<file path="src/rtl/tlut_matmul_pkg.sv">
`default_nettype none
// +----------------------------------------------------------------------------+
// | Module      : tlut_matmul_pkg                                              |
// | Description : Shared types and constants for the temporal-LUT matmul       |
// |               job sequencer (state encoding, phase sweep length,           |
// |               performance counter widths).                                 |
// | Revision    : 1.0 - initial release                                        |
// +----------------------------------------------------------------------------+
package tlut_matmul_pkg;

    // Sequencer states, explicit 3-bit encoding
    typedef enum logic [2:0] {
        IDLE   = 3'd0,
        CLEAR  = 3'd1,
        COUNT  = 3'd2,
        DRAIN  = 3'd3,
        RESULT = 3'd4
    } ctrl_state_e;

    localparam int DATA_WIDTH_DEFAULT = 4;
    localparam int PHASE_CYCLES       = 2 ** DATA_WIDTH_DEFAULT;
    localparam int PERF_CYC_W         = 32;
    localparam int PERF_JOB_W         = 16;

    // Length of the temporal sweep for an arbitrary operand width
    function automatic int phase_cycles(input int dw);
        return 2 ** dw;
    endfunction

endpackage
`default_nettype wire

</file>
<file path="src/rtl/tlut_phase_cnt.sv">
`default_nettype none
// +----------------------------------------------------------------------------+
// | Module      : tlut_phase_cnt                                               |
// | Description : Loadable up-counter with clear/enable and a terminal-count   |
// |               flag. Priority: rst > clr > load > en.                       |
// | Ports       : clk, rst      clock, synchronous active-high reset           |
// |               clr, load, en counter controls                               |
// |               load_val      value taken on load                            |
// |               term          terminal value compared against cnt            |
// |               cnt           current count                                  |
// |               tc            cnt == term                                    |
// | Revision    : 1.0 - initial release                                        |
// +----------------------------------------------------------------------------+
module tlut_phase_cnt #(
    parameter int WIDTH = 4
) (
    input  logic             clk,
    input  logic             rst,
    input  logic             clr,
    input  logic             load,
    input  logic [WIDTH-1:0] load_val,
    input  logic             en,
    input  logic [WIDTH-1:0] term,
    output logic [WIDTH-1:0] cnt,
    output logic             tc
);

    logic [WIDTH-1:0] r_cnt;

    always_ff @(posedge clk) begin
        if (rst) begin
            r_cnt <= '0;
        end else if (clr) begin
            r_cnt <= '0;
        end else if (load) begin
            r_cnt <= load_val;
        end else if (en) begin
            r_cnt <= r_cnt + WIDTH'(1);
        end
    end

    assign cnt = r_cnt;
    assign tc  = (r_cnt == term);

endmodule
`default_nettype wire

</file>
<file path="src/rtl/tlut_matmul_ctrl.sv">
`default_nettype none
// +----------------------------------------------------------------------------+
// | Module      : tlut_matmul_ctrl                                             |
// | Description : Job sequencer for the temporal-LUT matmul datapath. Per tile |
// |               it clears the TLUT accumulators, sweeps the temporal phase   |
// |               over 2**DATA_WIDTH cycles, waits out the adder-tree latency  |
// |               and holds a result-valid handshake for writeback.            |
// | Ports       : clk, rst                 clock, sync active-high reset       |
// |               start_valid/start_ready  job request handshake               |
// |               cfg_tiles                tile count (latched on start)       |
// |               abort                    synchronous job cancel              |
// |               tlut_clr/tlut_en/tlut_phase  TLUT datapath controls          |
// |               tile_idx                 tile in progress                    |
// |               res_valid/res_ready      per-tile result handshake           |
// |               busy, done               status                              |
// |               perf_busy_cycles, perf_jobs  (only with the macro below)     |
// | Config      : TLUT_CTRL_PERF_CNT_EN adds saturating performance counters.  |
// | Revision    : 1.0 - initial release                                        |
// +----------------------------------------------------------------------------+
module tlut_matmul_ctrl
    import tlut_matmul_pkg::*;
#(
    parameter int DATA_WIDTH = 4,
    parameter int ADDER_LAT  = 1,
    parameter int TILE_W     = 8
) (
    input  logic                  clk,
    input  logic                  rst,
    input  logic                  start_valid,
    output logic                  start_ready,
    input  logic [TILE_W-1:0]     cfg_tiles,
    input  logic                  abort,
    output logic                  tlut_clr,
    output logic                  tlut_en,
    output logic [DATA_WIDTH-1:0] tlut_phase,
    output logic [TILE_W-1:0]     tile_idx,
    output logic                  res_valid,
    input  logic                  res_ready,
    output logic                  busy,
    output logic                  done
`ifdef TLUT_CTRL_PERF_CNT_EN
    ,
    output logic [PERF_CYC_W-1:0] perf_busy_cycles,
    output logic [PERF_JOB_W-1:0] perf_jobs
`endif
);

    // Drain counter must hold ADDER_LAT-1; keep at least one bit
    localparam int                    c_DRAIN_W    = (ADDER_LAT > 1) ? $clog2(ADDER_LAT) : 1;
    localparam logic [c_DRAIN_W-1:0]  c_DRAIN_TERM = c_DRAIN_W'(ADDER_LAT - 1);
    localparam logic [DATA_WIDTH-1:0] c_PHASE_TERM = {DATA_WIDTH{1'b1}};

    ctrl_state_e             r_state;
    ctrl_state_e             w_next_state;
    logic [TILE_W-1:0]       r_cfg_tiles;
    logic [TILE_W-1:0]       r_tile_idx;
    logic                    r_done;
    logic [DATA_WIDTH-1:0]   w_phase_cnt;
    logic                    w_phase_tc;
    logic [c_DRAIN_W-1:0]    w_drain_cnt_unused;  // drain wait only needs tc
    logic                    w_drain_tc;
    logic                    w_start_hs;
    logic                    w_res_hs;
    logic                    w_last_tile;
    logic                    w_abort;

    assign w_start_hs  = (r_state == IDLE) && start_valid;
    assign w_res_hs    = (r_state == RESULT) && res_ready;
    assign w_last_tile = (r_tile_idx == r_cfg_tiles - TILE_W'(1));
    assign w_abort     = abort && (r_state != IDLE);

    // Temporal phase sweep: zeroed in CLEAR, advances through COUNT
    tlut_phase_cnt #(
        .WIDTH (DATA_WIDTH)
    ) u_phase_cnt (
        .clk      (clk),
        .rst      (rst),
        .clr      (r_state == CLEAR),
        .load     (1'b0),
        .load_val ('0),
        .en       (r_state == COUNT),
        .term     (c_PHASE_TERM),
        .cnt      (w_phase_cnt),
        .tc       (w_phase_tc)
    );

    // Adder-tree drain wait: held at zero until DRAIN begins
    tlut_phase_cnt #(
        .WIDTH (c_DRAIN_W)
    ) u_drain_cnt (
        .clk      (clk),
        .rst      (rst),
        .clr      (r_state != DRAIN),
        .load     (1'b0),
        .load_val ('0),
        .en       (r_state == DRAIN),
        .term     (c_DRAIN_TERM),
        .cnt      (w_drain_cnt_unused),
        .tc       (w_drain_tc)
    );

    always_ff @(posedge clk) begin
        if (rst) begin
            r_state <= IDLE;
        end else begin
            r_state <= w_next_state;
        end
    end

    always_comb begin
        w_next_state = r_state;
        case (r_state)
            IDLE:    if (w_start_hs && (cfg_tiles != '0)) w_next_state = CLEAR;
            CLEAR:   w_next_state = COUNT;
            COUNT:   if (w_phase_tc) w_next_state = DRAIN;
            DRAIN:   if (w_drain_tc) w_next_state = RESULT;
            RESULT:  if (res_ready) w_next_state = w_last_tile ? IDLE : CLEAR;
            default: w_next_state = IDLE;
        endcase
        // Abort overrides everything, including a simultaneous result handshake
        if (w_abort) begin
            w_next_state = IDLE;
        end
    end

    // Tile bookkeeping and done pulse; tile_idx returns to 0 whenever the job ends
    always_ff @(posedge clk) begin
        if (rst) begin
            r_cfg_tiles <= '0;
            r_tile_idx  <= '0;
            r_done      <= 1'b0;
        end else begin
            r_done <= 1'b0;
            if (w_start_hs) begin
                r_cfg_tiles <= cfg_tiles;
                r_tile_idx  <= '0;
                r_done      <= (cfg_tiles == '0);
            end else if (w_abort) begin
                r_tile_idx <= '0;
            end else if (w_res_hs) begin
                if (w_last_tile) begin
                    r_tile_idx <= '0;
                    r_done     <= 1'b1;
                end else begin
                    r_tile_idx <= r_tile_idx + TILE_W'(1);
                end
            end
        end
    end

    assign start_ready = (r_state == IDLE);
    assign busy        = (r_state != IDLE);
    assign tlut_clr    = (r_state == CLEAR);
    assign tlut_en     = (r_state == COUNT);
    assign tlut_phase  = (r_state == COUNT) ? w_phase_cnt : '0;
    assign res_valid   = (r_state == RESULT);
    assign tile_idx    = r_tile_idx;
    assign done        = r_done;

`ifdef TLUT_CTRL_PERF_CNT_EN
    logic [PERF_CYC_W-1:0] r_perf_busy;
    logic [PERF_JOB_W-1:0] r_perf_jobs;

    always_ff @(posedge clk) begin
        if (rst) begin
            r_perf_busy <= '0;
            r_perf_jobs <= '0;
        end else begin
            if (busy && (r_perf_busy != {PERF_CYC_W{1'b1}})) begin
                r_perf_busy <= r_perf_busy + PERF_CYC_W'(1);
            end
            if (r_done && (r_perf_jobs != {PERF_JOB_W{1'b1}})) begin
                r_perf_jobs <= r_perf_jobs + PERF_JOB_W'(1);
            end
        end
    end

    assign perf_busy_cycles = r_perf_busy;
    assign perf_jobs        = r_perf_jobs;
`endif

endmodule
`default_nettype wire

</file>
<file path="config.mk">
export PLATFORM = sky130hd
export DESIGN_NAME = tlut_matmul_ctrl
export DESIGN_NICKNAME = d
export VERILOG_FILES = /design/src/rtl/tlut_matmul_pkg.sv /design/src/rtl/tlut_phase_cnt.sv /design/src/rtl/tlut_matmul_ctrl.sv
export SDC_FILE = /design/constraint.sdc
export NUM_CORES = 1
export LEC_CHECK = 0
export ABC_AREA = 1
export CORE_MARGIN = 10
export CORE_UTILIZATION = 64
export DETAILED_ROUTE_END_ITERATION = 16
export DONT_BUFFER_PORTS = 1
export PLACE_DENSITY = 0.8
export SETUP_SLACK_MARGIN = 0.5
export SLEW_MARGIN = 5
export SYNTH_ARGS = -nofsm -noshare
export SYNTH_HDL_FRONTEND = slang
export SYNTH_SLANG_ARGS = --single-unit
</file>
<file path="constraint.sdc">
create_clock -name clk -period 4.15 [get_ports clk]
set_input_delay 1.0375 -clock clk [delete_from_list [all_inputs] [get_ports clk]]
set_output_delay 1.0375 -clock clk [all_outputs]
set_load 0.01 [all_outputs]
</file>
==> impl_metrics.toml <==
[drt]
routedWlPerCell_um = 12.21
drc_errors = 0
vias_per_cell = 5.246
postRouteAntennaNets = 0
drt_pass1_iterations = 4
drtIter0Drc = 50
num_vias = 1301
routed_wl_um = 3028

[global_routing]
grt_remaining_overflow = 0
grt_max_degree = 16
antenna_found_initial = 0
grt_pass1_vias = 1263
track_usage_pct = 14.20
grt_pass1_wl_um = 5175

[logic_synthesis]
synth_area_um2 = 1461
synth_area_per_cell_um2 = 6.735
synth_seq_area_share_pct = 34.25
synth_cell_types = 29
ys_ff_latch = 25
synth-warning-count = 0
syn_nets = 233
synthCells = 217

[cts]
cts.repair.resized = 0
cts_max_level = 1
cts_buffer_depth = 2
path_clk_slew_ps = 130
cts_hold_buf = 0
clkSinkCount = 25
cts_setup_buffers = 0
root_buffer = "clkbuf_4"
cts_tree = "yes"
worstSkewPairLatency_ps = 310
cts_buffers = 3

[placement]
globalplace.congestion = 0.7844
place_inst = 244
port_buffers = 0
dp_hpwl_um = 2515

[sta]
finalSetupTns_ps = 0
worst_slew_pin_slew_ps = 547.5
clock.fmax_ghz = 0.4231
rsz0062_at_grt = "false"
finalCriticalPeriod_ps = 2364
min_period_over_period_pct = 56.95
fin_hold_ws_ps = 449.2
clock_skew_ps = 0.9914
hold_viol = 0
maxSlewHeadroom_pct = 63.22
drv_slew = 0
setup_viol = 0

[critical_path]
reg2reg_slack_ps = 2330
crit_path_start = "r_state[0]$_SDFFE_PP0P_"
crit_family = "flip-flops"
cp.required_ps = 3110
crit_buf_inv = 1
cp-end-kind = "output pin"
critical_path.endpoint = "tlut_clr"
crit_arrival_ps = 1330
worstPathCellList = "inv_1 > nor3_1"
criticalPathCategory = "flop to output pin"
r2r-end = "tile_idx[6]$_SDFFE_PP0P_"
reg2reg_depth = 11
r2r-start = "r_cfg_tiles[0]$_SDFFE_PP0P_"
crit_path_top_delay_cell = "dfxtp_1"
cpPeakStageDelay_ps = 460
worst_setup_path_start_kind = "flop"
worstPathMaxFanout = 4
cp.depth = 2

[power]
peakVddDrop_mv = 0.4229
finalPower_w = 0.0007972
p_leak_nw = 0.6593
power_density_nw_per_um2 = 526.1

[floorplan]
die-area_um2 = 4595
initial_core_util_pct = 66.70
die_w_um = 67.79
die-height_um = 67.79
fp.coreArea_um2 = 2191
rows = 17
io_pins = 31

[cells_and_area]
antennaDiodeCount = 0
area_growth_pct = 3.681
num-nets-final = 237
fin_cells = 248
drive_gt1_share_pct = 10.45

[run]
cap_violations = 0

[status]
outcome = "complete, no violations"

[worst_hold_path]
min_path_type = "flop to flop"
[per-stage QoR]
step	area [um2]	util [%]	worst slack, ps
final	1515	69.16	1786
after CTS	1515	69.16	1780
after floorplan	1461	-	2286
after global placement	1489	67.96	2219
after detailed placement	1489	67.96	2148
after global routing	1515	69.16	1650
[flip-flops by register name, summed over array words and instances, names as in the netlist]
name and count:
u_drain_cnt.cnt 1, r_state 3, done 1, u_phase_cnt.cnt 4, r_cfg_tiles 8, tile_idx 8
[cell usage in the layout (no fill, tap or decap), types with 2 or more instances in the layout]
master	count
clkbuf_4	3
nor2_2	5
a21oi_1	10
inv_2	3
o21ai_0	12
ha_1	3
nand2_1	45
nand4_1	3
nand2_2	3
nor2_4	2
nor2_1	34
nor3_1	5
nand2_4	2
dfxtp_1	25
nand3_1	12
xnor2_1	2
xor2_1	7
inv_1	32
[synth_stat cells]
library cell / number / area [um2]
nor3b_1: 1 / 7.510
nand2_4: 2 / 22.52
nor2_1: 34 / 127.6
o21ai_0: 12 / 60.06
xnor2_1: 2 / 17.52
nor2_4: 2 / 22.52
nand4_1: 3 / 18.77
nand2_1: 45 / 168.9
nand3_2: 1 / 10.01
o31ai_1: 1 / 7.510
nand2_2: 3 / 18.77
xor2_1: 7 / 61.31
or2_0: 1 / 6.260
a211oi_1: 1 / 7.510
nor2_2: 5 / 31.28
or2_1: 1 / 6.260
ha_1: 3 / 37.54
nor3_4: 1 / 16.27
buf_4: 1 / 7.510
or2_2: 1 / 6.260
nand4_2: 1 / 12.51
inv_2: 3 / 11.26
inv_1: 32 / 120.1
a21oi_1: 10 / 50.05
nor3_1: 5 / 25.02
mux2i_1: 1 / 10.01
dfxtp_1: 25 / 500.5
nand3_1: 12 / 60.06
nor3_2: 1 / 10.01
[layout make-up]
| cell class | instances | area [um2] |
|---|---|---|
| multi-input cells | 156 | 822.0 |
| fillers | 199 | 675.6 |
| flip-flops and latches | 25 | 500.5 |
| inverters | 35 | 131.4 |
| well taps | 28 | 35.03 |
| clock buffers | 4 | 26.28 |
[where the power goes]
group          switching [W]  total [W]  internal (W)
logic               0.000245   0.000367      0.000121
registers          0.0000452   0.000323      0.000278
clock network      0.0000697   0.000107     0.0000376
total               0.000360   0.000797      0.000437
[cells by family after synthesis]
| kind of cell | count (synthesis) | share of synthesized area [%] |
|---|---|---|
| AND/OR/NAND/NOR | 119 | 39.04 |
| buffers and inverters | 36 | 9.504 |
| flip-flops | 25 | 34.25 |
| AO/OA/AOI/OAI | 24 | 8.562 |
| XOR/XNOR | 9 | 5.394 |
| adder cells (fa/ha/maj) | 3 | 2.569 |
| multiplexers | 1 | 0.6850 |
[layer usage]
layer / global-route usage, % / wire, um / part of all wire, % / vias up
met5: 0 / 0 / 0 / -
met4: 7.538 / 87 / 2.9 / 0
met2: 27.00 / 1622 / 54 / 26
met1: 13.52 / 1149 / 38 / 577
met3: 3.802 / 168 / 5.5 / 11
li1: - / - / - / 687
[how the worst min path moves through the flow]
stage	depth (start not counted)	slack, ps	start	end
2_1_floorplan	1	410	u_drain_cnt.cnt$_SDFFE_PP0N_	u_drain_cnt.cnt$_SDFFE_PP0N_
3_3_place_gp	1	430	u_drain_cnt.cnt$_SDFFE_PP0N_	u_drain_cnt.cnt$_SDFFE_PP0N_
3_5_place_dp	1	430	u_drain_cnt.cnt$_SDFFE_PP0N_	u_drain_cnt.cnt$_SDFFE_PP0N_
4_1_cts	1	450	u_drain_cnt.cnt$_SDFFE_PP0N_	u_drain_cnt.cnt$_SDFFE_PP0N_
5_1_grt	1	480	u_drain_cnt.cnt$_SDFFE_PP0N_	u_drain_cnt.cnt$_SDFFE_PP0N_
6_report	1	450	u_drain_cnt.cnt$_SDFFE_PP0N_	u_drain_cnt.cnt$_SDFFE_PP0N_
[worst register-to-register path: stages, from the launching register on]
cell	delay (ps)
dfxtp_1	420
inv_1	110
ha_1	270
or2_1	250
nand2_1	70
nand2_1	50
nand2_1	50
nand3_1	80
nor2_2	130
nand3_2	130
nand2_4	140
nor2_1	50
Note: power is estimated with default switching activity, not from simulation.
